===== src/rtl/fnd_display_controller.sv =====
// Binary-to-BCD conversion by sequential double dabble, feeding a
// time-multiplexed 4-digit active-low 7-segment driver with leading-zero blanking.
module fnd_display_controller #(
  parameter int unsigned SCAN_DIV      = 100000,
  parameter bit          BLANK_LEADING = 1'b1
) (
  input  logic        i_clk,
  input  logic        i_reset_n,
  input  logic [13:0] i_value,
  output logic [3:0]  o_fnd_com,
  output logic [7:0]  o_fnd_font,
  output logic [15:0] o_bcd,
  output logic        o_bcd_valid
);

  localparam int unsigned VAL_W = 14;
  localparam int unsigned BCD_W = 16;
  localparam int unsigned CNT_W = 4;
  localparam int unsigned PRE_W = (SCAN_DIV > 2) ? $clog2(SCAN_DIV) : 1;
  localparam logic [VAL_W-1:0] VAL_MAX  = VAL_W'(9999);
  localparam logic [PRE_W-1:0] PRE_LAST = PRE_W'(SCAN_DIV - 1);

  typedef enum logic [1:0] {IDLE, SHIFT, DONE} state_t;

  state_t            state_q, state_d;
  logic [CNT_W-1:0]  bit_cnt_q;
  logic [VAL_W-1:0]  bin_q;
  logic [BCD_W-1:0]  acc_q, acc_adj;
  logic [PRE_W-1:0]  pre_q;
  logic [1:0]        idx_q, idx_d;
  logic [3:0]        digit;
  logic              blank;
  logic [7:0]        font_d;
  logic [3:0]        com_d;

  // Conversion FSM: state register
  always_ff @(posedge i_clk or negedge i_reset_n) begin
    if (!i_reset_n) state_q <= IDLE;
    else            state_q <= state_d;
  end

  // Conversion FSM: next state
  always_comb begin
    state_d = state_q;
    case (state_q)
      IDLE:    state_d = SHIFT;
      SHIFT:   if (bit_cnt_q == '0) state_d = DONE;
      DONE:    state_d = IDLE;
      default: state_d = IDLE;
    endcase
  end

  // Add-3 correction on every BCD nibble that would overflow past 9 after the shift
  always_comb begin
    acc_adj = acc_q;
    for (int i = 0; i < 4; i++) begin
      if (acc_q[4*i +: 4] >= 4'd5) acc_adj[4*i +: 4] = acc_q[4*i +: 4] + 4'd3;
    end
  end

  always_ff @(posedge i_clk or negedge i_reset_n) begin
    if (!i_reset_n) begin
      bit_cnt_q   <= '0;
      bin_q       <= '0;
      acc_q       <= '0;
      o_bcd       <= '0;
      o_bcd_valid <= 1'b0;
    end else begin
      o_bcd_valid <= (state_q == DONE);
      case (state_q)
        IDLE: begin
          bin_q     <= (i_value > VAL_MAX) ? VAL_MAX : i_value;
          acc_q     <= '0;
          bit_cnt_q <= CNT_W'(VAL_W - 1);
        end
        SHIFT: begin
          {acc_q, bin_q} <= {acc_adj[BCD_W-2:0], bin_q, 1'b0};
          bit_cnt_q      <= bit_cnt_q - CNT_W'(1);
        end
        DONE:    o_bcd <= acc_q;
        default: ;
      endcase
    end
  end

  // Scan sequencer: digit index and its decoded font, registered together
  always_comb begin
    idx_d = idx_q;
    if (pre_q == PRE_LAST) idx_d = idx_q + 2'd1;

    digit = o_bcd[3:0];
    blank = 1'b0;
    case (idx_d)
      2'd0: digit = o_bcd[3:0];
      2'd1: begin digit = o_bcd[7:4];   blank = (o_bcd[15:4]  == '0); end
      2'd2: begin digit = o_bcd[11:8];  blank = (o_bcd[15:8]  == '0); end
      2'd3: begin digit = o_bcd[15:12]; blank = (o_bcd[15:12] == '0); end
      default: ;
    endcase

    case (digit)
      4'd0:    font_d = 8'hC0;
      4'd1:    font_d = 8'hF9;
      4'd2:    font_d = 8'hA4;
      4'd3:    font_d = 8'hB0;
      4'd4:    font_d = 8'h99;
      4'd5:    font_d = 8'h92;
      4'd6:    font_d = 8'h82;
      4'd7:    font_d = 8'hF8;
      4'd8:    font_d = 8'h80;
      4'd9:    font_d = 8'h90;
      default: font_d = 8'hFF;
    endcase
    if (blank && BLANK_LEADING) font_d = 8'hFF;

    com_d = ~(4'b0001 << idx_d);
  end

  always_ff @(posedge i_clk or negedge i_reset_n) begin
    if (!i_reset_n) begin
      pre_q      <= '0;
      idx_q      <= '0;
      o_fnd_com  <= 4'b1110;
      o_fnd_font <= 8'hC0;
    end else begin
      pre_q      <= (pre_q == PRE_LAST) ? '0 : pre_q + PRE_W'(1);
      idx_q      <= idx_d;
      o_fnd_com  <= com_d;
      o_fnd_font <= font_d;
    end
  end

endmodule


===== config.mk =====
export PLATFORM = sky130hd
export DESIGN_NAME = fnd_display_controller
export DESIGN_NICKNAME = d
export VERILOG_FILES = /design/src/rtl/fnd_display_controller.sv
export SDC_FILE = /design/constraint.sdc
export NUM_CORES = 1
export LEC_CHECK = 0
export BUFFER_PORTS_ARGS = -buffer_cell sky130_fd_sc_hd__buf_4
export CORE_ASPECT_RATIO = 0.9
export CORE_MARGIN = 3
export CORE_UTILIZATION = 50
export DETAILED_ROUTE_END_ITERATION = 6
export GPL_TIMING_DRIVEN = 0
export PLACE_DENSITY_LB_ADDON = 0.15
export SYNTH_ARGS = -nofsm -noshare
export SYNTH_HDL_FRONTEND = slang
export SYNTH_SLANG_ARGS = --single-unit

===== constraint.sdc =====
create_clock -name i_clk -period 3.5 [get_ports i_clk]
set_input_delay 1.05 -clock i_clk [delete_from_list [all_inputs] [get_ports i_clk]]
set_output_delay 1.05 -clock i_clk [all_outputs]
set_load 0.005 [all_outputs]

# Yosys cells after proc, flatten, opt, wreduce, memory -nomap -nowiden
# Memories as Yosys holds them, arrays and structs flattened.
# Index checks and enable logic that the tools add are counted.
# Widths: inputs -> output; s select.
dict set report classes {
  n_addsub 7
  mul 0
  div 0
  order_cmp 5
  n_eq_ne 7
  n_shift 1
  mux 15
  bitwise 1
  reduce_logical 7
}
# cell count
set op_table {}
lappend op_table {{$pmux 16 s2} 1}
lappend op_table {{$pmux 14 s2} 1}
lappend op_table {{$add 17x1->17 const B} 1}
lappend op_table {{$eq 17x17->1 const B} 1}
lappend op_table {{$mux 17} 1}
lappend op_table {{$ge 4x3->1 const B} 4}
lappend op_table {{$pmux 4 s4} 1}
lappend op_table {{$gt 14x14->1 const B} 1}
lappend op_table {{$mux 14} 1}
lappend op_table {{$add 4x2->4 const B} 3}
lappend op_table {{$logic_not 12->1} 1}
lappend op_table {{$mux 4} 3}
lappend op_table {{$logic_not 4->1} 2}
lappend op_table {{$logic_not 8->1} 1}
lappend op_table {{$mux 8} 1}
lappend op_table {{$pmux 4 s2} 1}
lappend op_table {{$eq 2x2->1 const B} 3}
lappend op_table {{$eq 2x1->1 const B} 2}
lappend op_table {{$logic_not 2->1} 2}
lappend op_table {{$mux 2} 2}
lappend op_table {{$not 4->4} 1}
lappend op_table {{$pmux 2 s2} 1}
lappend op_table {{$shl 1x2->4 const A} 1}
lappend op_table {{$sub 4x1->4 const B} 1}
lappend op_table {{other kinds (6)} 6}
dict set report totals {
  reg_bits 84
  latchBits 0
  mem_bits_rw 0
  rom_bits 112
  inputBits 16
  output_inout_bits 29
  mem_count 1
}
# name depth width rd rd_clocked_by_memory_dff write_ports line_no
set mem_list {}
lappend mem_list {{(no name shown)} 16 7 1 0 0 101} ;# case (digit)

# Longest topological paths before layout
# Gate-level depths: netlist of run 1.
# An unclocked memory read counts as a cell.
dict set report logic_depth {
  ltp_word 6
  mapped_depth 11
  ltp_nobuf 10
}

# Worst setup path after synthesis of run 1
# No wires, ideal clock.
dict set report synth_path {
  path_kind {register -> register}
  startpoint {register pre_q[5]}
  endpoint {register o_fnd_font[5]}
  t_arrival_ns 2.609
  path_slack_ns 0.752
  path_stages_with_launch 11
  synth_period_minus_slack_ns 2.748
  cell_sequence {dfrtp_1 -> or4b_4 -> or4_1 -> buf_2 -> o41ai_1 -> a21oi_1 -> o21ai_2 -> inv_2 -> ha_1 -> nor3_1 -> o21ai_1}
}
dict set report synth_via {
  elab_chain_len 6
  word_cells_on_any_way 10
}
# item line_no
set synth_lines {}
lappend synth_lines {{from (decl)} 29} ;# logic [PRE_W-1:0] pre_q;
lappend synth_lines {{from (signal assigned)} 126} ;# pre_q <= (pre_q == PRE_LAST) ? '0 : pre_q + PRE_W'(1);
lappend synth_lines {{$eq 17x17->1 (*)} 89} ;# if (pre_q == PRE_LAST) idx_d = idx_q + 2'd1;
lappend synth_lines {{$mux 2 (*)} 89}
lappend synth_lines {{$eq 2x2->1, or another cell as far along} 93} ;# case (idx_d)
lappend synth_lines {{$pmux 4 s4} 93}
lappend synth_lines {{$mem_v2 16x7} -}
lappend synth_lines {{$mux 8 (*)} 114} ;# if (blank && BLANK_LEADING) font_d = 8'hFF;
lappend synth_lines {{via font_d[5]} 33} ;# logic [7:0] font_d;
lappend synth_lines {{to (signal assigned)} 129} ;# o_fnd_font <= font_d;
lappend synth_lines {{to (decl)} 11} ;# output logic [7:0] o_fnd_font,
# Mark *: on every way through the listed nets, which the timed path passes. The rest lies on a longest branch.
# A chain may end at the register's enable or synchronous reset.

# Worst setup path after layout of run 1
# Ends and elaborated chain as after synthesis.

==> impl_metrics.yaml, run 1 <==
outcome:
  run_status: "complete, no violations"
floorplanning:
  boundaryPins: 45
  design.die.area_sq_um: 9600
  row_count: 31
  initial_utilization_pct: 51.9
  core_region_area_sq_um: 8150
  dieWidth_um: 103
  fp.dieH_um: 93.2
final_layout:
  antenna_diode_count: 0
  area_delta_synth_final_pct: 15.2
  layout.cells.most_common: "sky130_fd_sc_hd__dfrtp_1"
  drive_gt1_share_pct: 19.8
  instances_no_fill: 589
  design.final.nets: 514
  highest_count_cells_in_the_layout_ignoring_fill_and_taps: "sky130_fd_sc_hd__dfrtp_1 (79), sky130_fd_sc_hd__nand2_1 (44), sky130_fd_sc_hd__buf_4 (44)"
yosys:
  synth_nets: 460
  postSynthRegisterBits: 83
  synthFlopType: "sky130_fd_sc_hd__dfrtp_1"
  synthesis.yosys.warnings: 0
  cell_area_after_synthesis_sq_um: 4230
  count_of_flip_flops_with_a_built_in_enable_after_synthesis: 0
  postSynthCellCount: 431
  async_flop_share_pct: 100
  synthesized_area_per_cell_sq_um: 9.81
  synth_seq_area_share_pct: 49.2
  synthDistinctLibCells: 54
timing:
  slew_headroom_pct: 32.9
  timing.final.hold_violations: 0
  worst_clock_skew_ns: 0.00570
  fin_setup_tns_ns: 0
  layout_min_cycle_time_ns: 3.11
  worst_hold_margin_ns: 0.489
  worst-slew-pin-transition_ns: 1.01
  max_freq_mhz: 322
  grt_setup_unrepaired: "false"
  report.final.slew_viol_count: 0
  finalCritPeriodShare_pct: 88.8
  setup_viol: 0
power_and_ir_drop:
  max-vdd-ir-drop_mv: 0.251
  power-per-cell-area_nw_per_um2: 485
  cell_leakage_power_nw: 2.12
clock_tree:
  htree_num_levels: 3
  cts.repair_timing.setup_buffer_count: 0
  cts_max_path_buffers: 2
  cts.hold.buffers_added: 0
  cts.sink_count: 83
  clk_transition_reported_paths_ns: 0.08
  cts-root-buf: "sky130_fd_sc_hd__clkbuf_8"
  clock_latency_at_the_later_pin_of_the_worst_skew_pair_ns: 0.35
  cts_repair_resize_count: 0
  cts_buffers: 9
  tritoncts: "built"
drt:
  antenna_left: 0
  drt-total-wl_mm: 8.99
  detailedRoute.firstIterationViolations: 114
  drt-vias-per-instance: 5.59
  wl_per_cell_um: 15.3
  drc: 0
  drtPass1Iterations: 4
  detailroute.via_count: 3293
worst_hold_path:
  worstHoldPathType: "register to register"
global_route:
  gr-total-overflow: 0
  grt_use_total_pct: 19.9
  number_of_global_route_vias_before_repair: 3145
  antenna_found_initial: 0
  grt_first_pass_wirelength_mm: 15.0
  grt_max_degree: 84
critical_path:
  timing.critical_path.from_type: "register"
  worstPathArrival_ns: 3.32
  cp_capture_type: "register"
  crit_required_ns: 3.71
  timing_worst_setup_path_type: "register to register"
  crit_fanout: 6
placement:
  port-buffer-count: 43
  place.detailed.instances: 573
  routabilityCongestion: 0.891
  hpwl_mm: 6.38
flow_run:
  max_cap_violations: 0
==> report_power, final <==
group	switching, W	internal (W)	total [W]	leakage, nW
combinational	0.000219	0.000285	0.000504	0.967
sequential	0.000100	0.00107	0.00117	1.05
clock	0.000322	0.000369	0.000692	0.101
total	0.000641	0.00172	0.00236	2.12
==> area by class of cell <==
cell class | count | area [sq um]
Inverter | 15 | 56.3
Tap cell | 99 | 124
Fill cell | 706 | 3270
Sequential cell | 83 | 2080
Clock inverter | 2 | 35.0
Multi-Input combinational cell | 312 | 2000
Buffer | 21 | 86.3
Timing Repair Buffer | 43 | 323
Clock buffer | 14 | 163
==> cells in the mapped netlist, types with 5 or more instances <==
master	instances	area [sq um]
sky130_fd_sc_hd__nor2b_1	5	31.3
sky130_fd_sc_hd__inv_1	13	48.8
sky130_fd_sc_hd__a21oi_1	30	150
sky130_fd_sc_hd__xnor2_1	12	105
sky130_fd_sc_hd__mux2_2	20	225
sky130_fd_sc_hd__nand3_1	9	45.0
sky130_fd_sc_hd__nor2_1	40	150
sky130_fd_sc_hd__o21ai_0	38	190
sky130_fd_sc_hd__nor3b_1	6	45.0
sky130_fd_sc_hd__dfrtp_1	79	1980
sky130_fd_sc_hd__nand2b_1	5	31.3
sky130_fd_sc_hd__clkbuf_1	16	60.1
sky130_fd_sc_hd__and3_1	6	37.5
sky130_fd_sc_hd__nor3_1	9	45.0
sky130_fd_sc_hd__nand2_1	44	165
sky130_fd_sc_hd__a22o_1	5	43.8
sky130_fd_sc_hd__xor2_1	10	87.6
sky130_fd_sc_hd__o21ai_1	7	35.0
sky130_fd_sc_hd__ha_1	13	163
==> layer usage <==
metal	vias to the layer above	track usage, %	routed length, um
met5	-	0	0
met4	0	5.61	69
met3	6	4.47	385
met2	77	31.7	4270
met1	1587	27.1	4270
li1	1623	-	-
==> critical path, stage by stage, from the launching register on <==
cell,delay (ns)
sky130_fd_sc_hd__dfrtp_1,0.45
sky130_fd_sc_hd__or4b_4,0.59
sky130_fd_sc_hd__or4_1,0.51
sky130_fd_sc_hd__buf_2,0.19
sky130_fd_sc_hd__nor2_2,0.25
sky130_fd_sc_hd__a211oi_1,0.14
sky130_fd_sc_hd__o21ai_2,0.26
sky130_fd_sc_hd__inv_2,0.09
sky130_fd_sc_hd__ha_1,0.23
sky130_fd_sc_hd__nor3_1,0.18
sky130_fd_sc_hd__o21ai_1,0.08
==> per-stage QoR <==
step                power [W]  util (%)  setup WS (ns)  area (sq um)
finish                0.00236      59.8          0.393          4870
CTS                   0.00238      59.8          0.373          4870
global route          0.00249      59.8          0.183          4870
floorplan             0.00144         -          0.752          4230
global placement      0.00168      57.4          0.457          4670
detailed placement    0.00169      57.4          0.400          4670
==> kinds of logic (layout without fill, tap and decap cells) <==
kind of cell | Yosys count | count (layout) | synth area share [%]
adders and majority gates | 14 | 14 | 4.08
AOI/OAI and AO/OA | 105 | 105 | 15.5
and+or+nand+nor | 147 | 147 | 17.1
DFF | 83 | 83 | 49.2
other | 1 | 1 | 0.0887
buffers and inverters | 36 | 95 | 3.37
xor gates and xnor gates | 22 | 22 | 4.56
muxes | 23 | 23 | 6.04
==> flip-flops by register name, indices dropped and copies added (netlist names) <==
register	count
pre_q	17
acc_q	16
o_bcd	16
bin_q	14
o_fnd_font	7
bit_cnt_q	4
o_fnd_com	4
idx_q	2
state_q	2
o_bcd_valid	1
==> worst paths after layout <==
path / start / endpoint / slack (ns) / depth (start not counted)
setup / recovery: pre_q[5] / o_fnd_font[5] / 0.39 / 10
max in group asynchronous: i_reset_n / bin_q[12] / 1.99 / 1
min in group asynchronous: i_reset_n / pre_q[12] / 0.87 / 1
hold reg to reg: pre_q[0] / pre_q[0] / 0.49 / 1
setup reg to reg: pre_q[5] / o_fnd_font[5] / 0.39 / 10
hold / removal: pre_q[0] / pre_q[0] / 0.49 / 1
Note: power is estimated with default switching activity, not from simulation.
==> run 2: changes to the inputs <==
--- a/config.mk
+++ b/config.mk
@@ -7,8 +7,8 @@
 export LEC_CHECK = 0
 export BUFFER_PORTS_ARGS = -buffer_cell sky130_fd_sc_hd__buf_4
 export CORE_ASPECT_RATIO = 0.9
-export CORE_MARGIN = 3
-export CORE_UTILIZATION = 50
+export CORE_MARGIN = 5
+export CORE_UTILIZATION = 45
 export DETAILED_ROUTE_END_ITERATION = 6
 export GPL_TIMING_DRIVEN = 0
 export PLACE_DENSITY_LB_ADDON = 0.15
==> run 2 against run 1 <==
Power increased by 5.3%; critical path depth unchanged; clock power increased by 18%; setup slack improved by 0.0091 ns; die area increased by 19%; critical endpoint unchanged.
==> impl_metrics.yaml, run 2 (synthesis gave the netlist of run 1 again) <==
outcome:
  run_status: "complete, no violations"
timing:
  finalCritPeriodShare_pct: 88.5
  worst_clock_skew_ns: 0.0125
  grt_setup_unrepaired: "false"
  worst-slew-pin-transition_ns: 1.05
  timing.final.hold_violations: 0
  layout_setup_ws_ns: 0.402
  max_freq_mhz: 323
  report.final.slew_viol_count: 0
  slew_headroom_pct: 30.3
  layout_min_cycle_time_ns: 3.10
  worst_hold_margin_ns: 0.487
  setup_viol: 0
  fin_setup_tns_ns: 0
power_and_ir_drop:
  max-vdd-ir-drop_mv: 0.284
  power-per-cell-area_nw_per_um2: 502
  cell_leakage_power_nw: 2.14
  report.power.total_w: 0.00249
  power.clock.fraction_pct: 32.8
  p_switching_w: 0.000655
  sw_ratio_pct: 26.3
  p_int_w: 0.00183
  power_frac_seq_pct: 46.9
  comb_power_share_pct: 20.3
floorplanning:
  dieWidth_um: 112
  row_count: 33
  design.die.area_sq_um: 11400
  boundaryPins: 45
  initial_utilization_pct: 46.3
  core_region_area_sq_um: 9130
  fp.dieH_um: 102
critical_path:
  timing_worst_setup_path_type: "register to register"
  r2r_end: "o_fnd_font[5]"
  crit_required_ns: 3.71
  slowest_delay_ns: 0.60
  r2r_slack_ns: 0.40
  ff2ff_path_depth: 10
  r2r-start: "pre_q[5]"
  worstPathArrival_ns: 3.31
  timing.critical_path.from_type: "register"
  crit_fanout: 6
  path_cells: "or4b_4, or4_1, buf_2, nor2_2, a211oi_1, o21ai_2, inv_2, ha_1, nor3_1, o21ai_1"
  cp_capture_type: "register"
  critPathSlowestCell: "sky130_fd_sc_hd__or4b_4"
global_route:
  grt_max_degree: 84
  antenna_found_initial: 0
  gr-total-overflow: 0
  grt_use_total_pct: 16.5
  number_of_global_route_vias_before_repair: 3178
  grt_first_pass_wirelength_mm: 15.4
clock_tree:
  cts_buffers: 9
  clock_latency_at_the_later_pin_of_the_worst_skew_pair_ns: 0.35
  htree_num_levels: 3
  cts-root-buf: "sky130_fd_sc_hd__clkbuf_8"
  cts.hold.buffers_added: 0
  clk_transition_reported_paths_ns: 0.09
  cts_repair_resize_count: 0
  cts.repair_timing.setup_buffer_count: 0
  cts.sink_count: 83
  tritoncts: "built"
  cts_max_path_buffers: 2
placement:
  dpl_worst_slack_ns: 0.432
  routabilityCongestion: 0.794
  hpwl_mm: 6.44
  port-buffer-count: 43
drt:
  drt-vias-per-instance: 5.33
  drc: 0
  detailroute.via_count: 3262
  drtPass1Iterations: 4
  detailedRoute.firstIterationViolations: 182
  antenna_left: 0
  drt-total-wl_mm: 9.03
  wl_per_cell_um: 14.8
final_layout:
  area_delta_synth_final_pct: 17.1
  drive_gt1_share_pct: 20.4
  max_flop_register: "pre_q"
  antenna_diode_count: 0
  layout.cells.most_common: "sky130_fd_sc_hd__dfrtp_1"
  design.final.nets: 514
  largest_register_ff_count: 17
  highest_count_cells_in_the_layout_ignoring_fill_and_taps: "sky130_fd_sc_hd__dfrtp_1 (79), sky130_fd_sc_hd__nand2_1 (44), sky130_fd_sc_hd__buf_4 (44)"
  fillers: 806
  layout.core_utilization_pct: 54.2
  layout_top_registers: "pre_q: 17 flops, acc_q: 16 flops, o_bcd: 16 flops"
worst_hold_path:
  whs_path_depth: 1
  worstHoldPathType: "register to register"
  min_to: "pre_q[0]"
  worst_hold_startpoint: "pre_q[0]"
flow_run:
  max_cap_violations: 0
[run 2: cell count changes in the layout (fill, tap and decap cells not counted)]
cell,before,now
sky130_fd_sc_hd__clkbuf_8,11,13
sky130_fd_sc_hd__clkinvlp_4,0,1
sky130_fd_sc_hd__clkinv_2,1,0
sky130_fd_sc_hd__clkbuf_1,19,16
sky130_fd_sc_hd__bufinv_16,1,2
[run 2: metrics by stage]
| step | cell area (sq um) | instances |
|---|---|---|
| CTS | 4950 | 612 |
| global route | 4950 | 612 |
| detailed placement | 4700 | 596 |
| finish | 4950 | 612 |
| global placement | 4700 | 596 |
| floorplan | 4230 | 431 |
[run 2: power groups by stage]
stage | logic (W) | registers (W) | clock network (W)
after floorplan | 0.000277 | 0.00116 | 0
after global routing | 0.000564 | 0.00118 | 0.000877
after CTS | 0.000512 | 0.00117 | 0.000838
after detailed placement | 0.000509 | 0.00118 | 0
final | 0.000504 | 0.00117 | 0.000815
after global placement | 0.000500 | 0.00118 | 0
[run 2: worst max-delay path by stage]
stage / to / slack (ns) / from
CTS: o_fnd_font[5] / 0.40 / pre_q[5]
finish: o_fnd_font[5] / 0.40 / pre_q[5]
global route: o_fnd_font[5] / 0.25 / pre_q[5]
global placement: o_fnd_font[5] / 0.46 / pre_q[5]
floorplan: o_fnd_font[5] / 0.75 / pre_q[5]
detailed placement: o_fnd_font[5] / 0.43 / pre_q[5]
[run 2: routing by layer]
layer	GRT usage, %	vias to the layer above	wire length (um)
met5	0	-	0
met4	4.99	0	57
met1	21.9	1566	4310
li1	-	1623	-
met2	26.8	67	4260
met3	4.50	6	401
[run 2: cell type report]
cell class              count  area [sq um]  area share, %
multi-input cells         312          2000           40.5
repair buffers             43           323           6.52
flip-flops and latches     83          2080           42.1
clock buffers              13           179           3.61
plain buffers              21          86.3           1.74
well taps                 122           153           3.08
clock inverters             3          67.6           1.37
inverters                  15          56.3           1.14
[run 2: worst max-delay path, delay by kind of cell, from the launching register on]
family | cells | cell delay, ns
DFF | 1 | 0.46
adders and majority gates | 1 | 0.22
and+or+nand+nor | 4 | 1.52
AOI/OAI and AO/OA | 3 | 0.47
buffers and inverters | 2 | 0.28
==> run 3: changes to the inputs <==
--- a/config.mk
+++ b/config.mk
@@ -5,8 +5,8 @@
 export SDC_FILE = /design/constraint.sdc
 export NUM_CORES = 1
 export LEC_CHECK = 0
+export ABC_AREA = 1
 export BUFFER_PORTS_ARGS = -buffer_cell sky130_fd_sc_hd__buf_4
-export CORE_ASPECT_RATIO = 0.9
 export CORE_MARGIN = 5
 export CORE_UTILIZATION = 45
 export DETAILED_ROUTE_END_ITERATION = 6
==> run 3 against run 2 <==
Worst hold slack improved by 0.0091 ns; register-to-register slack improved by 0.64 ns; clock power decreased by 13%; global-route usage increased by 0.13 points; critical path depth increased by 4; non-clock buffer count decreased by 10; clock skew decreased by 0.0017 ns; setup slack improved by 0.64 ns; count of clock-buffer cells in the layout decreased by 3; sequential cell count unchanged; via count increased by 2.5%; largest cell class unchanged; highest routed layer unchanged.
==> impl_metrics.yaml, run 3 <==
yosys:
  synth_nets: 514
  synth_top_area_cell: "sky130_fd_sc_hd__dfrtp_1"
  cell_area_after_synthesis_sq_um: 4170
  async_flop_share_pct: 100
  synth.cells.most_frequent: "sky130_fd_sc_hd__nand2_1 (98), sky130_fd_sc_hd__dfrtp_1 (79), sky130_fd_sc_hd__inv_1 (73)"
  postSynthRegisterBits: 83
  synthFlopType: "sky130_fd_sc_hd__dfrtp_1"
  ys_top_cells_by_area: "sky130_fd_sc_hd__dfrtp_1 (47%), sky130_fd_sc_hd__nand2_1 (8.8%), sky130_fd_sc_hd__inv_1 (6.6%)"
  synth_most_common_cell: "sky130_fd_sc_hd__nand2_1"
  synthDistinctLibCells: 37
  synth_seq_area_share_pct: 49.9
  synthesized_area_per_cell_sq_um: 8.60
  netlist.area_leader.share_pct: 47.4
  count_of_flip_flops_with_a_built_in_enable_after_synthesis: 0
  synthesis.yosys.warnings: 0
  postSynthCellCount: 485
clock_tree:
  cts.sink_count: 83
  cts_buffers: 9
  clk_transition_reported_paths_ns: 0.09
  htree_num_levels: 3
  cts.hold.buffers_added: 0
  cts_max_path_buffers: 2
  clock_latency_at_the_later_pin_of_the_worst_skew_pair_ns: 0.35
  tritoncts: "built"
  cts.repair_timing.setup_buffer_count: 0
  cts-root-buf: "sky130_fd_sc_hd__clkbuf_8"
  cts_repair_resize_count: 0
final_layout:
  largest_register_ff_count: 17
  highest_count_cells_in_the_layout_ignoring_fill_and_taps: "sky130_fd_sc_hd__nand2_1 (98), sky130_fd_sc_hd__dfrtp_1 (79), sky130_fd_sc_hd__inv_1 (73)"
  antenna_diode_count: 0
  drive_gt1_share_pct: 16.4
  fin_area_sq_um: 4840
  layout_top_registers: "pre_q: 17 flops, acc_q: 16 flops, o_bcd: 16 flops"
  layout.cells.most_common: "sky130_fd_sc_hd__nand2_1"
  design.final.nets: 568
  max_flop_register: "pre_q"
  area_delta_synth_final_pct: 15.9
floorplanning:
  initial_utilization_pct: 45.6
  core_region_area_sq_um: 9150
  dieWidth_um: 106
  row_count: 35
  design.die.area_sq_um: 11300
  fp.dieH_um: 106
  boundaryPins: 45
drt:
  drc: 0
  antenna_left: 0
  wl_per_cell_um: 13.5
  drt-total-wl_mm: 8.81
  detailroute.via_count: 3344
  drtPass1Iterations: 4
  drt-vias-per-instance: 5.11
  detailedRoute.firstIterationViolations: 134
global_route:
  grt_first_pass_wirelength_mm: 15.4
  antenna_found_initial: 0
  grt_use_total_pct: 16.6
  number_of_global_route_vias_before_repair: 3270
  gr-total-overflow: 0
  grt_max_degree: 84
critical_path:
  timing_worst_setup_path_type: "register to register"
  slowest_delay_ns: 0.37
  crit_fanout: 6
  cp_capture_type: "register"
  ff2ff_path_depth: 14
  critPathSlowestCell: "sky130_fd_sc_hd__dfrtp_1"
  most_frequent_cell_on_the_critical_path: "sky130_fd_sc_hd__nand2_1"
  crit_required_ns: 3.75
  path_cells: "ha_1, nand3_2, nor3_1, nand4_1, nand2_2, inv_1, nand3_1, inv_1, nor2_2, ha_1, nand3_1, nand2_1, nand2_1, nand2_1"
  timing.critical_path.from_type: "register"
  worstPathArrival_ns: 2.71
power_and_ir_drop:
  cell_leakage_power_nw: 2.30
  max-vdd-ir-drop_mv: 0.191
  power-per-cell-area_nw_per_um2: 502
timing:
  finalCritPeriodShare_pct: 70.1
  max_freq_mhz: 407
  grt_setup_unrepaired: "false"
  fin_setup_tns_ns: 0
  setup_viol: 0
  slew_headroom_pct: 31.3
  layout_setup_ws_ns: 1.04
  worst_hold_margin_ns: 0.496
  layout_min_cycle_time_ns: 2.46
  report.final.slew_viol_count: 0
  timing.final.hold_violations: 0
  worst-slew-pin-transition_ns: 1.03
  worst_clock_skew_ns: 0.0108
placement:
  dpl_worst_slack_ns: 1.02
  dpl-instance-area_sq_um: 4630
  port-buffer-count: 43
  hpwl_mm: 6.46
  routabilityCongestion: 0.827
worst_hold_path:
  whs_path_depth: 2
  worstHoldPathType: "register to register"
flow_run:
  max_cap_violations: 0
outcome:
  run_status: "complete, no violations"
[run 3: changes by cell type in the layout (fill, tap and decap cells not counted), sizes merged, moves of 7 or more]
cell	delta
inv	+65
nand2	+60
nand3	+41
a21oi	-24
mux2	-20
xnor2	-12
clkbuf	-9
nand4	+8
nor2	-7
o22ai	+7
[run 3: power by group]
group | leakage (nW) | switching [W] | internal [W]
Clock | 0.0987 | 0.000361 | 0.000349
Combinational | 1.17 | 0.000256 | 0.000269
Sequential | 1.04 | 0.000107 | 0.00109
Total | 2.30 | 0.000724 | 0.00171
[run 3: path summary, 6_finish.rpt]
| check | endpoint | slack (ns) | startpoint |
|---|---|---|---|
| max in group asynchronous | acc_q[8] | 1.96 | i_reset_n |
| worst max register to register | o_fnd_font[3] | 1.04 | pre_q[0] |
| worst min register to register | acc_q[0] | 0.50 | bin_q[13] |
| worst min-delay path | acc_q[0] | 0.50 | bin_q[13] |
| min in group asynchronous | pre_q[14] | 0.86 | i_reset_n |
| worst max-delay path | o_fnd_font[3] | 1.04 | pre_q[0] |
[run 3: worst max-delay path, delay by kind of cell, from the launching register on]
family | cells | cell delay, ns
adder cells (fa/ha/maj) | 2 | 0.48
buffers and inverters | 2 | 0.13
AND/OR/NAND/NOR | 10 | 1.38
flip-flops | 1 | 0.37
[run 3: cells by family after synthesis]
family                   count (synthesis)  share of synthesized area [%]
AO/OA/AOI/OAI                           76                           10.8
XOR/XNOR                                 9                           1.89
adder cells (fa/ha/maj)                 13                           3.90
buffers and inverters                   89                           8.10
flip-flops                              83                           49.9
other                                    1                         0.0899
AND/OR/NAND/NOR                        214                           25.4
[run 3: through the flow]
step | total power, W | std cells | util [%]
6_report | 0.00243 | 655 | 52.8
5_1_grt | 0.00257 | 655 | 52.8
4_1_cts | 0.00246 | 655 | 52.8
3_5_place_dp | 0.00175 | 639 | 50.6
3_3_place_gp | 0.00174 | 639 | 50.6
2_1_floorplan | 0.00146 | 485 | -
[run 3: area by class of cell]
| cell class | count | area (sq um) |
|---|---|---|
| Tap cell | 111 | 139 |
| Clock buffer | 10 | 138 |
| Sequential cell | 83 | 2080 |
| Clock inverter | 6 | 63.8 |
| Buffer | 11 | 45.0 |
| Multi-Input combinational cell | 313 | 1750 |
| Fill cell | 873 | 4320 |
| Inverter | 78 | 293 |
| Timing Repair Buffer | 43 | 323 |
[run 3: metal layers]
layer | vias to the layer above | part of all wire, % | global-route usage, %
met5 | - | 0 | 0
met4 | 0 | 1.6 | 5.37
met3 | 16 | 3.6 | 2.79
met2 | 54 | 47 | 27.3
met1 | 1574 | 48 | 22.5
li1 | 1700 | - | -
